### config.mk
export PLATFORM = sky130hd
export DESIGN_NAME = id_hazard_ctrl
export DESIGN_NICKNAME = d
export VERILOG_FILES = /design/src/rtl/id_hazard_ctrl.sv
export SDC_FILE = /design/constraint.sdc
export NUM_CORES = 1
export LEC_CHECK = 0
export ABC_AREA = 1
export BUFFER_PORTS_ARGS = -buffer_cell sky130_fd_sc_hd__buf_2
export CAP_MARGIN = 20
export CORE_UTILIZATION = 59
export DETAILED_ROUTE_END_ITERATION = 16
export HOLD_SLACK_MARGIN = 0.03
export PLACE_DENSITY = 0.82
export SKIP_LAST_GASP = 1
export SLEW_MARGIN = 20
export SYNTH_ARGS = -nofsm -noshare
export SYNTH_HDL_FRONTEND = slang
export SYNTH_SLANG_ARGS = --single-unit
### constraint.sdc
create_clock -name clk -period 4.02 [get_ports clk]
set_input_delay 0.201 -clock clk [delete_from_list [all_inputs] [get_ports clk]]
set_output_delay 0.201 -clock clk [all_outputs]
set_load 0.01 [all_outputs]
### src/rtl/id_hazard_ctrl.sv
// ID-stage hazard controller: tracks in-flight destinations in EX/MEM/WB,
// selects operand forwarding sources and raises the load-use stall/issue handshake.
module id_hazard_ctrl #(
   parameter int AW    = 5,
   parameter int CNT_W = 16
) (
   input  logic             clk,
   input  logic             reset,
   input  logic             id_valid,
   input  logic [AW-1:0]    id_rj,
   input  logic             id_rj_re,
   input  logic [AW-1:0]    id_rkd,
   input  logic             id_rkd_re,
   input  logic [AW-1:0]    id_dest,
   input  logic             id_rf_we,
   input  logic             id_is_load,
   input  logic             ex_allow,
   input  logic             flush,
   output logic             id_stall,
   output logic             issue,
   output logic [1:0]       fwd_sel_rj,
   output logic [1:0]       fwd_sel_rkd,
   output logic             ex_busy,
   output logic             mem_busy,
   output logic             wb_busy,
   output logic [CNT_W-1:0] stall_cnt
);

   typedef struct packed {
      logic          vld;
      logic [AW-1:0] dest;
      logic          ld;
   } trk_t;

   typedef enum logic [1:0] {
      SEL_RF  = 2'd0,
      SEL_EX  = 2'd1,
      SEL_MEM = 2'd2,
      SEL_WB  = 2'd3
   } fwd_sel_t;

   trk_t     e_q, m_q, w_q;
   trk_t     e_d;
   fwd_sel_t sel_rj, sel_rkd;
   logic     hz_rj, hz_rkd;
   logic     id_live;

   // Youngest producer wins, so a stale value further down the pipe is never used.
   function automatic fwd_sel_t pick_sel(input logic re, input logic [AW-1:0] addr,
                                         input trk_t e, input trk_t m, input trk_t w);
      fwd_sel_t sel;
      sel = SEL_RF;
      if (re && (addr != '0)) begin
         if (e.vld && (e.dest == addr))      sel = SEL_EX;
         else if (m.vld && (m.dest == addr)) sel = SEL_MEM;
         else if (w.vld && (w.dest == addr)) sel = SEL_WB;
      end
      return sel;
   endfunction

   // A load's data exists only from WB, so a load match in EX or MEM must wait.
   function automatic logic load_use(input logic re, input logic [AW-1:0] addr,
                                     input trk_t e, input trk_t m);
      logic act, me, mm;
      act = re && (addr != '0);
      me  = e.vld && (e.dest == addr);
      mm  = m.vld && (m.dest == addr);
      return act && ((me && e.ld) || (!me && mm && m.ld));
   endfunction

   always_comb begin
      sel_rj  = pick_sel(id_rj_re, id_rj, e_q, m_q, w_q);
      sel_rkd = pick_sel(id_rkd_re, id_rkd, e_q, m_q, w_q);
      hz_rj   = load_use(id_rj_re, id_rj, e_q, m_q);
      hz_rkd  = load_use(id_rkd_re, id_rkd, e_q, m_q);
   end

   // flush outranks the hazard: a killed instruction neither stalls nor issues.
   assign id_live     = id_valid && !flush;
   assign id_stall    = id_live && (hz_rj || hz_rkd);
   assign issue       = id_live && !id_stall && ex_allow;
   assign fwd_sel_rj  = sel_rj;
   assign fwd_sel_rkd = sel_rkd;
   assign ex_busy     = e_q.vld;
   assign mem_busy    = m_q.vld;
   assign wb_busy     = w_q.vld;

   // NOTE: every field gets a default before any conditional use, so no latch is inferred.
   always_comb begin
      e_d = '0;
      if (issue) begin
         e_d.vld  = id_rf_we && (id_dest != '0);
         e_d.dest = id_dest;
         e_d.ld   = id_is_load;
      end
   end

   // NOTE: sequential state uses non-blocking assignment so W<=M<=E shift in parallel.
   always_ff @(posedge clk or posedge reset) begin
      if (reset) begin
         e_q <= '0;
         m_q <= '0;
         w_q <= '0;
      end else if (ex_allow) begin
         w_q <= m_q;
         m_q <= e_q;
         e_q <= e_d;
      end
   end

   always_ff @(posedge clk or posedge reset) begin
      if (reset) begin
         stall_cnt <= '0;
      end else if (id_stall && (stall_cnt != '1)) begin
         stall_cnt <= stall_cnt + CNT_W'(1);
      end
   end

endmodule

==> results of run 1 <==
cells in the final DEF (no fill, tap or decap), types with 3 or more instances in the layout:
cell	count
dfrtp_1	36
inv_1	41
clkbuf_8	5
nor2_1	27
nand2_1	121
xor2_1	10
nand3_1	18
nand4_1	22
o22ai_1	4
o21ai_0	23
a21oi_1	8
buf_2	48
nor3_1	6
inv_2	3
xnor2_1	7
per-stage QoR:
| stage | hold slack, ns | util | power, mW | setup WS [ns] |
|---|---|---|---|---|
| 4_1_cts | 0.1411 | 0.7339 | 0.8109 | 1.734 |
| 3_5_place_dp | 0.3273 | 0.7027 | 0.5010 | 1.912 |
| 5_1_grt | 0.1531 | 0.7339 | 0.8474 | 1.489 |
| 3_3_place_gp | 0.3234 | 0.7027 | 0.4987 | 1.985 |
| 6_report | 0.1479 | 0.7339 | 0.8094 | 1.720 |
| 2_1_floorplan | 0.3083 | - | 0.4591 | 2.254 |
sequential cells by signal, summed over array words and instances (netlist names):
signal / cells
e_q: 6
ex_busy: 1
m_q: 6
mem_busy: 1
stall_cnt: 16
w_q: 5
wb_busy: 1
cell type report:
cell class,count,share of cell area
Multi-Input combinational cell,261,0.4598
Sequential cell,36,0.3255
Timing Repair Buffer,50,0.09313
Inverter,45,0.06103
Clock buffer,6,0.02622
Tap cell,48,0.02170
Clock inverter,2,0.01266
worst paths after layout:
kind | end | slack [ns] | cells past startpoint
max | id_stall | 1.72 | 12
min | e_q[4]$_DFFE_PP0P_ | 0.15 | 3
max reg2reg | stall_cnt[7]$_DFFE_PP0P_ | 1.83 | 9
min reg2reg | stall_cnt[14]$_DFFE_PP0P_ | 0.54 | 2
max in group asynchronous | stall_cnt[13]$_DFFE_PP0P_ | 3.14 | 4
min in group asynchronous | stall_cnt[3]$_DFFE_PP0P_ | 0.55 | 4
worst reg2reg max path, cell delays in order, from the launching register on:
cell,delay (ns)
dfrtp_1,0.44
ha_1,0.29
nand3_1,0.18
nor2_2,0.13
nand3_1,0.10
nor3_2,0.13
nand3_2,0.33
nand3_4,0.33
nand2_1,0.10
nand2_1,0.08
metal layers:
layer / track usage / part of all wire / routed length (microns)
met5: 0 / 0 / 0
met4: 0.07609 / 0.0086 / 53
met3: 0.05729 / 0.066 / 407
met2: 0.4665 / 0.45 / 2760
met1: 0.4632 / 0.48 / 2940
cell families after synthesis:
group,after synthesis,share of synthesized area
xor gates and xnor gates,17,0.06253
adders and majority gates,1,0.005254
AOI/OAI and AO/OA,38,0.08460
DFF,36,0.3783
buffers and inverters,52,0.08723
and+or+nand+nor,205,0.3820
timing repair:
item	CTS	global route
hold endpoints to repair	36	0
gates resized for setup	0	0
setup endpoints to repair	0	0
hold buffers	1	0
power by group:
group	switching [mW]	total, mW	internal (mW)	leakage, nW
clock network	0.129	0.313	0.184	0.0552
registers	0.0171	0.394	0.376	0.493
logic	0.0673	0.103	0.0360	0.905
total	0.213	0.809	0.596	1.45
==> metrics.md, run 1 <==
| Metric | Value |
|---|---|
| Critical path's top delay family | simple AND/OR/NAND/NOR gates |
| P&R area growth vs syn | 16.24% |
| Die Span X | roughly 66 microns |
| Fin. Hold Viols | 0 |
| Post-synth top cells | 121 x nand2_1, 41 x inv_1, 36 x dfrtp_1 |
| First-pass GRT wire length | approximately 10000 microns |
| Crit end category | output pin |
| Sequential cell area | about 900 sq um |
| Root buf cell | clkbuf_8 |
| Multi-input logic area | approximately 1300 sq um |
| Synth unique cells | 31 |
| Fraction of registers with async set/reset | 1.000 |
| Core footprint | ~3800 sq um |
| Share of cells above drive strength 1 | 0.1625 |
| DIE HEIGHT | around 66 microns |
| Postcts setup bufs | 0 |
| Num rows | 22 |
| Final Wtd Congestion | ~1.1 |
| Grt ovf | 0 |
| Initial Util | 0.6314 |
| Ant diodes | 0 |
| DRC Markers | 0 |
| Hold WC Path Type | input port to flop |
| # IOs | 49 |
| CP Launch Point | e_q[5]$_DFFE_PP0P_ |
| TritonCTS buffer count | 5 |
| #FFs+latches synth | 36 |
| Die Footprint | approximately 4300 sq um |
| Synthesis Warnings | 0 |
| Arr. time, crit path | around 2.1 ns |
| Clk pin slew, worst setup/hold paths | ~0.080 ns |
| First-pass iteration count of the detailed router | 5 |
| Final cell count without fillers | between 400 and 500 |
| H-Tree Depth | 2 |
| CP max-delay cell | dfrtp_1 |
| Worst flop-to-flop path startpoint | stall_cnt[0]$_DFFE_PP0P_ |
| Mapped Cells | 349 |
| Final nets | 424 |
| Main area contributors after synthesis | dfrtp_1 38%, nand2_1 19%, inv_1 6.5% |
| Final HPWL DP | about 4600 microns |
| Peak supply drop | 0.2685 mV |
| Req. time, crit path | around 3.8 ns |
| Least-Margin Pin Slew | about 0.75 ns |
| Post-synthesis average cell area | a little under 7 sq um |
| Final ANT Viol Nets | 0 |
| Vias | approximately 2.5k |
| Hold Crit Start | id_dest[3] |
| Fillers | around 320 |
| Cell Chain, Critical Path | inv_1 -> nand2_1 -> a21oi_1 -> nand3_1 -> clkinv_1 -> nand2_1 -> nand2_1 -> nand2_1 -> nand2_4 -> inv_1 -> nor2_1 -> buf_2 |
| CP max FO | 19 |
| Final Critical Period | about 2.3 ns |
| Largest net degree at the start of global routing | 37 |
| Final setup violation count | 0 |
| Critical path class | flop to output pin |
| Prevailing post-synth register cell | dfrtp_1 |
| I/O Buffers | 48 |
| Clock skew | about 0.0094 ns |
| Routed len/inst | 13.75 microns |
| Clk_lat worst skew | between 0.2 and 0.3 ns |
| Final Instance Area | roughly 2800 sq um |
| Vias in the first global route | between 2k and 2.5k |
| CTS tree | yes |
| Status | complete, no violations |
| Clk buf depth | 2 |
| Via density | roughly 5.6 |
| Netlist area before placement | ~2400 sq um |
| Fmax | 434.9 MHz |
| Period utilization | 0.5720 |
| Clk sink count | 36 |
| Post-Place Cell Area | roughly 2700 sq um |
| Most common cell on crit path | nand2_1 |
| Post-synth EDFFs | 0 |
| Area leader, netlist | dfrtp_1 |
| Pins Over Slew Limit | 0 |
| Crit path largest cell delay | 0.44 ns |
| WL final | 6161 microns |
| Post-synthesis sequential area ratio | 0.3783 |
| Violation count after the first detailed-route iteration | 250 |
| PwrDens | between 200 and 300 nW/um^2 |
| Most common cell in the synthesized netlist | nand2_1 |
| GR Util All Layers | 0.3118 |
| Buffers plus inverters on the worst setup path | 4 |
| Max-slew headroom | 0.5002 |
| Share of the synthesized area in the top cell type | 0.3783 |
| RSZ-0062 raised after global routing | no |
| LEAKAGE | approximately 1.5 nW |
| Mapped Nets | 374 |
| CP Launch Type | flop |
| MaxCap Viol Count | 0 |
| Setup TNS | 0 ns |
| Initial antenna violation count | 0 |
| Post-Place Cells | roughly 440 |
Note: power is estimated with default switching activity, not from simulation.
==> inputs of run 2 (changes only) <==
- CORE_UTILIZATION: 59 -> 55
- PLACE_DENSITY: 0.82 -> 0.77
- clock period: 4.02 -> 2.3 ns (I/O delays scaled with it)
==> metrics.md, run 2 (synthesis gave the netlist of run 1 again) <==
| Metric | Value |
|---|---|
| Initial Util | 0.5827 |
| DIE HEIGHT | 67.80 microns |
| Vias | about 2.4k |
| P&R area growth vs syn | 18.23% |
| TritonCTS buffer count | 5 |
| Period utilization | 0.9104 |
| Share of cells above drive strength 1 | 0.1728 |
| Crit path largest cell delay | 0.46 ns |
| Final nets | 429 |
| Post-layout util | 0.6889 |
| Ant diodes | 0 |
| LEAKAGE | 1.481 nW |
| DRC Markers | 0 |
| Routed len/inst | 13.27 microns |
| MaxCap Viol Count | 0 |
| Grt ovf | 0 |
| Initial antenna violation count | 0 |
| Int Pwr | about 1.0 mW |
| Peak supply drop | 0.4551 mV |
| H-Tree Depth | 2 |
| Clock skew | 0.01026 ns |
| Status | complete, no violations |
| CTS tree | yes |
| Max-slew headroom | 0.7042 |
| GR Util All Layers | 0.2828 |
| Via density | roughly 5.3 |
| Top reg by flops | stall_cnt |
| Commonest cells after routing, fill and taps aside | 121 x nand2_1, 48 x buf_2, 41 x inv_1 |
| Hold Crit Start | id_is_load |
| Critical path's top delay family | simple AND/OR/NAND/NOR gates |
| Vias in the first global route | roughly 2.0k |
| CP Launch Point | e_q[3]$_DFFE_PP0P_ |
| Hold WC Path Type | input port to flop |
| Buffers plus inverters on the worst setup path | 4 |
| Sw Pwr | 0.3760 mW |
| Die Span X | around 68 microns |
| # IOs | between 40 and 50 |
| Sw frac | 0.2648 |
| Biggest regs | stall_cnt (16), e_q (6), m_q (6) |
| Req. time, crit path | 2.18 ns |
| Largest net degree at the start of global routing | 37 |
| Fmax | 477.6 MHz |
| Fin. Hold Viols | 0 |
| Setup TNS | 0 ns |
| Critical path class | flop to output pin |
| Max reg flops | 16 |
| Most common cell on crit path | nand2_1 |
| I/O Buffers | between 40 and 50 |
| First-pass GRT wire length | 9453 microns |
| Die Footprint | 4596 sq um |
| Core footprint | just over 4000 sq um |
| CP Launch Type | flop |
| First-pass iteration count of the detailed router | 4 |
| Seq pwr share | 0.484 |
| Least-Margin Pin Slew | roughly 0.44 ns |
| PwrDens | 504.4 nW/um^2 |
| Final ANT Viol Nets | 0 |
| Clk sink count | 36 |
| Most common cell after layout, fill and taps aside | nand2_1 |
| Multi-input logic area | around 1300 sq um |
| CP max FO | 8 |
| Clk pin slew, worst setup/hold paths | ~0.070 ns |
| Crit end category | output pin |
| Arr. time, crit path | roughly 2 ns |
| Final Critical Period | approximately 2.1 ns |
| Final setup violation count | 0 |
| Root buf cell | clkbuf_8 |
| CP max-delay cell | dfrtp_1 |
| Violation count after the first detailed-route iteration | 143 |
| Final cell count without fillers | 455 |
| Final Wtd Congestion | 0.9093 |
| WL final | about 6000 microns |
| Cell Chain, Critical Path | inv_1 -> nand2_1 -> o21ai_0 -> nor2_1 -> nand3_1 -> clkinv_1 -> nand2_1 -> nand2_1 -> nand2_1 -> nand2_4 -> inv_1 -> nor2_1 -> buf_2 |
| Num rows | 23 |
| Pins Over Slew Limit | 0 |
| Clock Power Share | 0.391 |
| Clk_lat worst skew | between 0.2 and 0.3 ns |
| Fillers | approximately 390 |
| RSZ-0062 raised after global routing | no |
| Post-Place Cells | 443 |
| Clk buf depth | 2 |
| Sequential cell area | around 900 sq um |
| Worst flop-to-flop path startpoint | stall_cnt[0]$_DFFE_PP0P_ |
| Final HPWL DP | between 4000 and 5000 microns |
| Combinational share of power | 0.125 |
## run 2: cell types whose count changed in the layout (fill, tap and decap cells not counted), sizes merged
cell  before  now
buf       49   54
## run 2: worst paths after layout
path | endpoint | slack, ns | cells past startpoint
min in group asynchronous | stall_cnt[4]$_DFFE_PP0P_ | 0.47 | 4
worst min register to register | w_q[3]$_DFFE_PP0P_ | 0.55 | 2
worst min-delay path | e_q[0]$_DFFE_PP0P_ | 0.05 | 3
worst max-delay path | id_stall | 0.21 | 13
max in group asynchronous | e_q[4]$_DFFE_PP0P_ | 1.51 | 4
worst max register to register | stall_cnt[3]$_DFFE_PP0P_ | 0.32 | 9
## run 2: power groups by stage
stage	logic, mW	clock network (mW)	registers [mW]
global route	0.202	0.591	0.690
CTS	0.177	0.564	0.687
detailed placement	0.175	0	0.699
finish	0.177	0.555	0.687
global placement	0.172	0	0.699
floorplan	0.110	0	0.692
## run 2: final cells by class
cell class                 count  area share
multi-input combinational    261      0.4547
sequential                    36      0.3200
timing repair buffer          55      0.1049
inverter                      45     0.06000
clock buffer                   6     0.02578
tap                           50     0.02222
clock inverter                 2     0.01244
## run 2: metal layers
| metal | track usage | part of all wire |
|---|---|---|
| met1 | 0.3655 | 0.44 |
| met4 | 0.1146 | 0.013 |
| met5 | 0 | 0 |
| met3 | 0.04223 | 0.052 |
| met2 | 0.4715 | 0.50 |
## run 2: worst register-to-register path: stages (launching register included)
cell and delay (ns):
dfrtp_1 0.43, ha_1 0.25, nand3_1 0.16, nor2_2 0.14, nand3_1 0.09, nor3_2 0.19
nand3_4 0.24, nand3_4 0.26, nand2_1 0.09, nand2_1 0.07
## run 2: timing repair
action,CTS,global route
buffers inserted,0,3
hold buffers,1,0
hold endpoints to repair,36,0
endpoints found under the setup margin,0,14
gates resized for setup,0,1
## run 2: stage by stage
step | hold WS [ns] | setup WS (ns) | area, sq um | power, mW
2_1_floorplan | 0.2223 | 0.5339 | 2381 | 0.8023
3_3_place_gp | 0.2350 | 0.3397 | 2668 | 0.8709
3_5_place_dp | 0.2525 | 0.2293 | 2668 | 0.8744
4_1_cts | 0.04714 | 0.06385 | 2785 | 1.428
5_1_grt | 0.06233 | 0.01329 | 2815 | 1.484
6_report | 0.05156 | 0.2061 | 2815 | 1.420
